===== config.mk =====
export PLATFORM = sky130hd
export DESIGN_NAME = iir_coef_loader
export DESIGN_NICKNAME = d
export VERILOG_FILES = /design/src/rtl/iir_pkg.sv /design/src/rtl/iir_coef_loader_skid.sv /design/src/rtl/iir_coef_loader.sv
export SDC_FILE = /design/constraint.sdc
export NUM_CORES = 1
export LEC_CHECK = 0
export BUFFER_PORTS_ARGS = -buffer_cell sky130_fd_sc_hd__buf_2
export CORE_AREA = 10 10 145 147
export CTS_BUF_LIST = sky130_fd_sc_hd__clkbuf_2 sky130_fd_sc_hd__clkbuf_4 sky130_fd_sc_hd__clkbuf_8
export DETAILED_ROUTE_END_ITERATION = 16
export DIE_AREA = 0 0 155 157
export PLACE_DENSITY = 0.76
export SYNTH_ARGS = -nofsm -noshare
export SYNTH_HDL_FRONTEND = slang
export SYNTH_SLANG_ARGS = --single-unit
export TNS_END_PERCENT = 20

===== constraint.sdc =====
create_clock -name clk -period 7.5 [get_ports clk]
set_clock_uncertainty 0.1 [all_clocks]
set_input_delay 0.375 -clock clk [delete_from_list [all_inputs] [get_ports clk]]
set_output_delay 0.375 -clock clk [all_outputs]
set_load 0.02 [all_outputs]

===== src/rtl/iir_pkg.sv =====
// Shared definitions for the IIR filter family: coefficient-count helper,
// coefficient loader state encoding and default word formats.
package iir_pkg;

    localparam int COEFW_DEF = 18;
    localparam int COEFQ_DEF = 16;

    typedef enum logic [1:0] {
        FILL    = 2'd0,
        PENDING = 2'd1,
        DRAIN   = 2'd2
    } ldr_state_t;

    function automatic int iir_ncoef(input int order);
        return (order + 1) * 2;
    endfunction

endpackage


===== src/rtl/iir_coef_loader_skid.sv =====
// Two-entry skid buffer: registered output stage plus one overflow slot, so the
// upstream ready is a register and never combinationally depends on i_ready.
module iir_coef_loader_skid #(
    parameter int DATA_W = 19
) (
    input  logic              clk,
    input  logic              rst,
    input  logic [DATA_W-1:0] i_data,
    input  logic              i_valid,
    output logic              o_ready,
    output logic [DATA_W-1:0] o_data,
    output logic              o_valid,
    input  logic              i_ready
);

    logic              r_rdy;
    logic              r_ovld;
    logic              r_svld;
    logic [DATA_W-1:0] r_odata;
    logic [DATA_W-1:0] r_sdata;
    logic              w_in_acc;
    logic              w_out_free;

    assign w_in_acc   = i_valid & r_rdy;
    assign w_out_free = ~r_ovld | i_ready;
    assign o_ready    = r_rdy;
    assign o_valid    = r_ovld;
    assign o_data     = r_odata;

    always_ff @(posedge clk or posedge rst) begin
        if (rst) begin
            r_rdy  <= 1'b0;
            r_ovld <= 1'b0;
            r_svld <= 1'b0;
        end else if (w_out_free) begin
            r_ovld <= r_svld | w_in_acc;
            r_svld <= 1'b0;
            r_rdy  <= 1'b1;
        end else if (w_in_acc) begin
            // output stalled: park the word and drop ready until it drains
            r_svld <= 1'b1;
            r_rdy  <= 1'b0;
        end
    end

    always_ff @(posedge clk) begin
        if (w_out_free) begin
            r_odata <= r_svld ? r_sdata : i_data;
        end
        if (!w_out_free && w_in_acc) begin
            r_sdata <= i_data;
        end
    end

endmodule


===== src/rtl/iir_coef_loader.sv =====
// Coefficient loader for iir_core: assembles a set from an AXI-stream into shadow
// registers and swaps it in atomically on swap_ok. Optional readback: IIR_COEF_LOADER_READBACK_EN.
module iir_coef_loader
    import iir_pkg::*;
#(
    parameter  int COEFW     = COEFW_DEF,
    parameter  int ORDER     = 2,
    parameter  int RST_COEF0 = 1 << 16,
    localparam int N         = iir_ncoef(ORDER)
) (
    input  logic                    clk,
    input  logic                    rst,
    input  logic signed [COEFW-1:0] s_axis_tdata,
    input  logic                    s_axis_tvalid,
    output logic                    s_axis_tready,
    input  logic                    s_axis_tlast,
    input  logic                    swap_ok,
    output logic signed [COEFW-1:0] coefs [N],
    output logic                    coef_update,
    output logic                    frame_err,
`ifdef IIR_COEF_LOADER_READBACK_EN
    input  logic                    rb_req,
    output logic        [COEFW-1:0] m_axis_tdata,
    output logic                    m_axis_tvalid,
    input  logic                    m_axis_tready,
    output logic                    m_axis_tlast,
`endif
    input  logic                    err_clr
);

    localparam int IDXW = $clog2(N);

    ldr_state_t              r_state;
    logic [IDXW-1:0]         r_wr_idx;
    logic signed [COEFW-1:0] r_shadow [N];

    logic [COEFW:0]          w_sk_data;
    logic                    w_sk_vld;
    logic                    w_sk_rdy;
    logic                    w_sk_in_rdy;
    logic                    w_acc;
    logic                    w_last;
    logic                    w_idx_full;
    logic                    w_err;
    logic                    w_rb_hold;
    logic signed [COEFW-1:0] w_word;

    // the FSM refuses both the skid output and new upstream words while a set is pending
    assign w_sk_rdy      = (r_state != PENDING);
    assign s_axis_tready = w_sk_in_rdy & w_sk_rdy;

    iir_coef_loader_skid #(
        .DATA_W (COEFW + 1)
    ) u_skid (
        .clk     (clk),
        .rst     (rst),
        .i_data  ({s_axis_tlast, s_axis_tdata}),
        .i_valid (s_axis_tvalid & w_sk_rdy),
        .o_ready (w_sk_in_rdy),
        .o_data  (w_sk_data),
        .o_valid (w_sk_vld),
        .i_ready (w_sk_rdy)
    );

    assign w_acc      = w_sk_vld & w_sk_rdy;
    assign w_last     = w_sk_data[COEFW];
    assign w_word     = w_sk_data[COEFW-1:0];
    assign w_idx_full = (r_wr_idx == IDXW'(N - 1));
    assign w_err      = w_acc && (r_state == FILL) && (w_last ? !w_idx_full : w_idx_full);

    always_ff @(posedge clk or posedge rst) begin
        if (rst) begin
            r_state     <= FILL;
            r_wr_idx    <= '0;
            coef_update <= 1'b0;
            frame_err   <= 1'b0;
            for (int i = 0; i < N; i++) begin
                r_shadow[i] <= '0;
                coefs[i]    <= (i == 0) ? COEFW'(RST_COEF0) : '0;
            end
        end else begin
            coef_update <= 1'b0;
            if (w_err) begin
                frame_err <= 1'b1;
            end else if (err_clr) begin
                frame_err <= 1'b0;
            end
            case (r_state)
                FILL: begin
                    if (w_acc) begin
                        r_shadow[r_wr_idx] <= w_word;
                        if (w_last) begin
                            r_wr_idx <= '0;
                            if (w_idx_full) begin
                                r_state <= PENDING;
                            end
                        end else if (w_idx_full) begin
                            r_wr_idx <= '0;
                            r_state  <= DRAIN;
                        end else begin
                            r_wr_idx <= r_wr_idx + IDXW'(1);
                        end
                    end
                end
                DRAIN: begin
                    if (w_acc && w_last) begin
                        r_state <= FILL;
                    end
                end
                PENDING: begin
                    if (swap_ok && !w_rb_hold) begin
                        coefs       <= r_shadow;
                        coef_update <= 1'b1;
                        r_state     <= FILL;
                    end
                end
                default: r_state <= FILL;
            endcase
        end
    end

`ifdef IIR_COEF_LOADER_READBACK_EN
    logic            r_rb_busy;
    logic [IDXW-1:0] r_rb_idx;

    // a request in the same cycle also holds the swap so word 0 matches the set streamed
    assign w_rb_hold = r_rb_busy | rb_req;

    always_ff @(posedge clk or posedge rst) begin
        if (rst) begin
            r_rb_busy     <= 1'b0;
            r_rb_idx      <= '0;
            m_axis_tvalid <= 1'b0;
            m_axis_tlast  <= 1'b0;
            m_axis_tdata  <= '0;
        end else if (!r_rb_busy) begin
            if (rb_req) begin
                r_rb_busy     <= 1'b1;
                r_rb_idx      <= '0;
                m_axis_tvalid <= 1'b1;
                m_axis_tdata  <= coefs[0];
                m_axis_tlast  <= (N == 1);
            end
        end else if (m_axis_tready) begin
            if (r_rb_idx == IDXW'(N - 1)) begin
                r_rb_busy     <= 1'b0;
                m_axis_tvalid <= 1'b0;
                m_axis_tlast  <= 1'b0;
            end else begin
                r_rb_idx      <= r_rb_idx + IDXW'(1);
                m_axis_tdata  <= coefs[r_rb_idx + IDXW'(1)];
                m_axis_tlast  <= (r_rb_idx == IDXW'(N - 2));
            end
        end
    end
`else
    assign w_rb_hold = 1'b0;
`endif

endmodule


# == Word-level counts from Yosys, hierarchy flattened ==
# Cells that the tools add are included.
# word_totals
ff_bits,264
output_inout_bits,111
input_bits,24
word_cells,75
# classes
n_eq_ne,8
order_cmp,2
n_bitwise,8
muxes,22
n_reduce_logical,13
add_sub_neg,1
# op_table
op,n
bitwise mux 108 bit,1
demux 18 bit (select 3 bit),1
two-way mux 19 bit,1
two-way mux 18 bit,1
two-way mux 2 bit,6
two-way mux 1 bit,9
!= test 2 bit (second input constant),4
two-way mux 3 bit,2
one-hot mux 2 bit (3 select lines),1
logical AND 1 bit,5
bitwise AND 1 bit,4
greater-or-equal comparator 4 bit (second input constant),1
< comparator 4 x 1 -> 1 bit (second input constant),1
inverter 3 -> 4 bit,1
AND reduction 2 bit,2
AND reduction 4 bit,1
nonzero test 2 bit,2
adder 3 x 1 -> 3 bit (second input constant),1
equality test 3 bit (second input constant),1
equality test 2 x 1 -> 1 bit (second input constant),1
equality test 2 bit (second input constant),1
logical NOT 1 bit,2
logical NOT 2 bit,1
!= test 2 x 1 -> 1 bit (second input constant),1
2 further kinds,3

# == Longest topological paths before layout ==
# depth
depth_word,6
mapped_depth,6
depth_no_buf,4

# == Hierarchy ==
# A second synthesis with hierarchy kept.
# hier_totals
cells_unflattened,566
hier_area_um2,9949.5
# modules_own_cells
mod,seq_area_each_um2,cells_each,instances,area_each_um2
iir_coef_loader,5581.6,495,1,8384.3
iir_coef_loader_skid,1216.2,71,1,1565.3

# == Worst setup path after synthesis ==
# No wires, ideal clock.
# synth_timing
path_kind,reg2reg
startpoint,reg r_state[0]
endpoint,reg r_shadow[18] (netlist bit)
stages_incl_launch_ff,7
synth_period_minus_slack_ns,2.214
t_required_ns,7.275
path_buffers,3
setup_slack_ns,5.286
setup_time_ns,0.125
t_arrival_ns,1.989
cell_sequence,dfrtp_1 -> or3b_1 -> buf_6 -> or4b_4 -> buf_6 -> buf_12 -> mux2_4
# synth_between
elab_chain_cells,3
elab_cells_between_ends,4
classes_between,eq/ne (1); bitwise (1); reduce/logical (2)
# synth_rtl
element,line,source
start: declaration,iir_coef_loader.sv:33,ldr_state_t r_state;
start signal: assignment,iir_coef_loader.sv:73,r_state <= FILL;
start signal: assignment,iir_coef_loader.sv:95,r_state <= PENDING;
start signal: assignment,iir_coef_loader.sv:99,r_state <= DRAIN;
!= test 2 x 1 -> 1 bit,iir_coef_loader.sv:49,assign w_sk_rdy = (r_state != PENDING);
bitwise AND 1 bit,iir_coef_loader.sv:65,assign w_acc = w_sk_vld & w_sk_rdy;
AND reduction 2 bit (no source line) (*),--,
end signal: indexed assignment,iir_coef_loader.sv:91,r_shadow[r_wr_idx] <= w_word;
end: declaration,iir_coef_loader.sv:35,logic signed [COEFW-1:0] r_shadow [N];
# Every way passes the cells marked *; elsewhere a longest branch is shown, timed or not.
# A chain may end at the register's enable or synchronous reset.

# == Worst setup path after layout ==
# layout_timing
startpoint,reg r_state[0]
endpoint,reg coefs[4] (netlist bit)
# layout_between
elab_chain_cells,2
# layout_rtl
element,line,source
equality test 2 x 1 -> 1 bit,iir_coef_loader.sv:88,case (r_state)
AND reduction 2 bit (no source line),--,
end signal: indexed assignment,iir_coef_loader.sv:79,coefs[i] <= (i == 0) ? COEFW'(RST_COEF0) : '0;
end signal: assignment,iir_coef_loader.sv:112,coefs <= r_shadow;
end: declaration,iir_coef_loader.sv:18,"output logic signed [COEFW-1:0] coefs [N],"
# No other way between the ends.

==> metrics.yaml <==
worst_r2r_path_depth: 5
grt_overflow: 0
async_reset_ff_share_pct: 85.6
synth_edf_count: 38
routedWlPerCell_um: 19.9
die_area_um2: 24300
fp.dieW_um: 155
whs_endpoint: "u_skid.o_ready"
synth_ff_type: "dfrtp_1"
clock_latency_ps: 530
cpLargestDelayFamily: "buffers and inverters"
grt_pass1_wl_um: 32600
period_needed_ps: 2780
cts_tree: "yes"
grt_pass1_vias: 6002
p_clk_share_pct: 28.3
syn_avg_cell_area_um2: 17.6
drt_iter0_markers: 239
fillers: 1323
cts.sinks: 264
power_switching_uw: 1290
rsz0062_at_grt: "false"
area_delta_synth_final_pct: 20.8
worst_hold_slack_ps: 363
reg2reg_slack_ps: 4720
p_total_uw: 4480
drive_gt1_share_pct: 58.0
netlist_instances: 561
grt_max_degree: 142
mostFrequentLayoutCells: "225 x mux2_2, 225 x dfrtp_1, 134 x buf_2"
finalHoldViolCount: 0
cp_max_fo: 62
dr.pass1.iters: 4
worst-path-buf-inv: 2
crit_path_end_kind: "flop"
yosysWarnings: 0
rows: 50
slew_violations: 0
nNetsFinal: 783
cts_buffers: 42
diodes: 0
post-route-period-util_pct: 37.0
register_area_um2: 6800
num_vias: 5295
max_slew.worst_pin.slew_ps: 1120
drc_errors: 0
setup_viol: 0
worstPathCellList: "nor2b_1 > nand2_2 > buf_4 > inv_2 > mux2_2"
vias_per_cell: 5.18
p_comb_share_pct: 23.4
synth_area_um2: 9860
irDropWorstVdd_mv: 0.169
critPathMaxStageDelay_ps: 920
core_area_um2: 18300
multiInputGateArea_um2: 2990
hold_depth: 1
ys_ff_latch: 264
finalWirelength_um: 20400
cap_viol_max_count: 0
drtAntennaViolNets: 0
p_leak_uw: 0.00598
required_ps: 7800
h-tree-depth: 2
power.density_nw_per_um2: 376
cts_post_setup_buffers_inserted: 0
fmax_ghz: 0.360
p_int_uw: 3190
status: "finished, final reports clean"
min_path_type: "flop to flop"
relSlewSlack_pct: 25.4
setup_tns_ps: 0
reg2reg_from: "r_state[0]"
hpwl_um: 13500
boundaryPins: 135
netlist-cell-type-count: 37
grtUsageTotal_pct: 16.9
r2r_end: "coefs[4]"
antenna_found_initial: 0
dieHeight_um: 157
gp_congestion: 0.778
cts_max_path_buffers: 3
startpoint_type: "flop"
power_frac_seq_pct: 48.3
crit_type: "flop to flop"
arrival_ps: 3080
holdCritStartpoint: "u_skid.o_ready"
p_sw_share_pct: 28.8
cts_root_buf: "clkbuf_8"
slowest_stage: "inv_2"
yosysSeqAreaShare_pct: 68.9
clk_pin_slew_ps: 60
portBuffers: 134
initial_core_util_pct: 53.8
==> registers in the layout (all words and copies together), names as in the netlist, 2 cells and up <==
| name | cells |
|---|---|
| coefs | 108 |
| r_shadow | 108 |
| u_skid.o_data | 19 |
| u_skid.r_sdata | 19 |
| r_wr_idx | 3 |
| r_state | 2 |
==> stage by stage <==
step | cell area (µm²) | setup slack [ps] | utilization (%) | cells
after floorplan | 9930 | 835 | - | 579
after global placement | 10800 | 4820 | 58.9 | 926
final | 11900 | 4720 | 65.0 | 1023
after global routing | 11900 | 4540 | 65.0 | 1023
after CTS | 11900 | 4720 | 65.0 | 1023
after detailed placement | 10800 | 4730 | 58.9 | 926
==> cell type report <==
cell class / count / area share, %
Sequential cell: 264 / 57.1
Multi-Input combinational cell: 289 / 25.1
Timing Repair Buffer: 159 / 7.69
Clock buffer: 71 / 7.15
Tap cell: 234 / 2.46
Clock inverter: 3 / 0.357
Inverter: 3 / 0.158
==> Yosys cell counts (2+ instances only) <==
library cell	count	area, µm²
edfxtp_1	38	1140
dfrtp_1	225	5630
nand2_1	8	30.0
nand3b_1	2	15.0
buf_6	4	45.0
mux2_2	225	2530
inv_1	3	11.3
nor2b_1	2	12.5
buf_2	4	20.0
clkbuf_1	13	48.8
nor2_1	2	7.51
mux2_4	10	150
==> cells by family (layout without fill, tap and decap cells) <==
group / after synthesis / in the layout / share of synthesized area [%]
mux: 235 / 235 / 27.2
compound gates: 7 / 7 / 0.545
other cells: 1 / 19 / 0.0380
flops: 264 / 264 / 68.9
simple gates: 27 / 27 / 1.70
buf+inv: 26 / 236 / 1.51
xor+xnor: 1 / 1 / 0.0888
==> power by group through the flow <==
stage	registers [µW]	logic (µW)	clock network, µW
final	2160	1050	1270
after global routing	2210	1130	1380
after CTS	2160	1070	1300
after detailed placement	2190	1060	0
after global placement	2150	1020	0
after floorplan	2290	592	0
==> layer usage <==
layer  track usage (%)  wire length, µm
met2              28.0            10200
met1              20.5             8530
met5                 0                0
met4              6.12              447
met3              4.91             1240
==> worst reg2reg max path, stage by stage (launching register included) <==
cell	delay, ps
dfrtp_1	390
nor2b_1	290
nand2_2	70
buf_4	360
inv_2	970
mux2_2	480
==> worst max-delay path by stage <==
stage	cells past startpoint	slack [ps]	end	start
after floorplan	1	840	coef_update	rst
after global placement	5	4820	coefs[24]	r_state[0]
after detailed placement	5	4730	coefs[8]	r_state[0]
final	5	4720	coefs[4]	r_state[0]
after global routing	5	4540	coefs[42]	r_state[0]
after CTS	5	4720	coefs[26]	r_state[0]
==> timing repair <==
item                      in CTS  in global routing
hold endpoints to repair      50                  0
gates resized for setup        0                  0
hold buffers                  23                  0
Note: power is estimated with default switching activity, not from simulation.
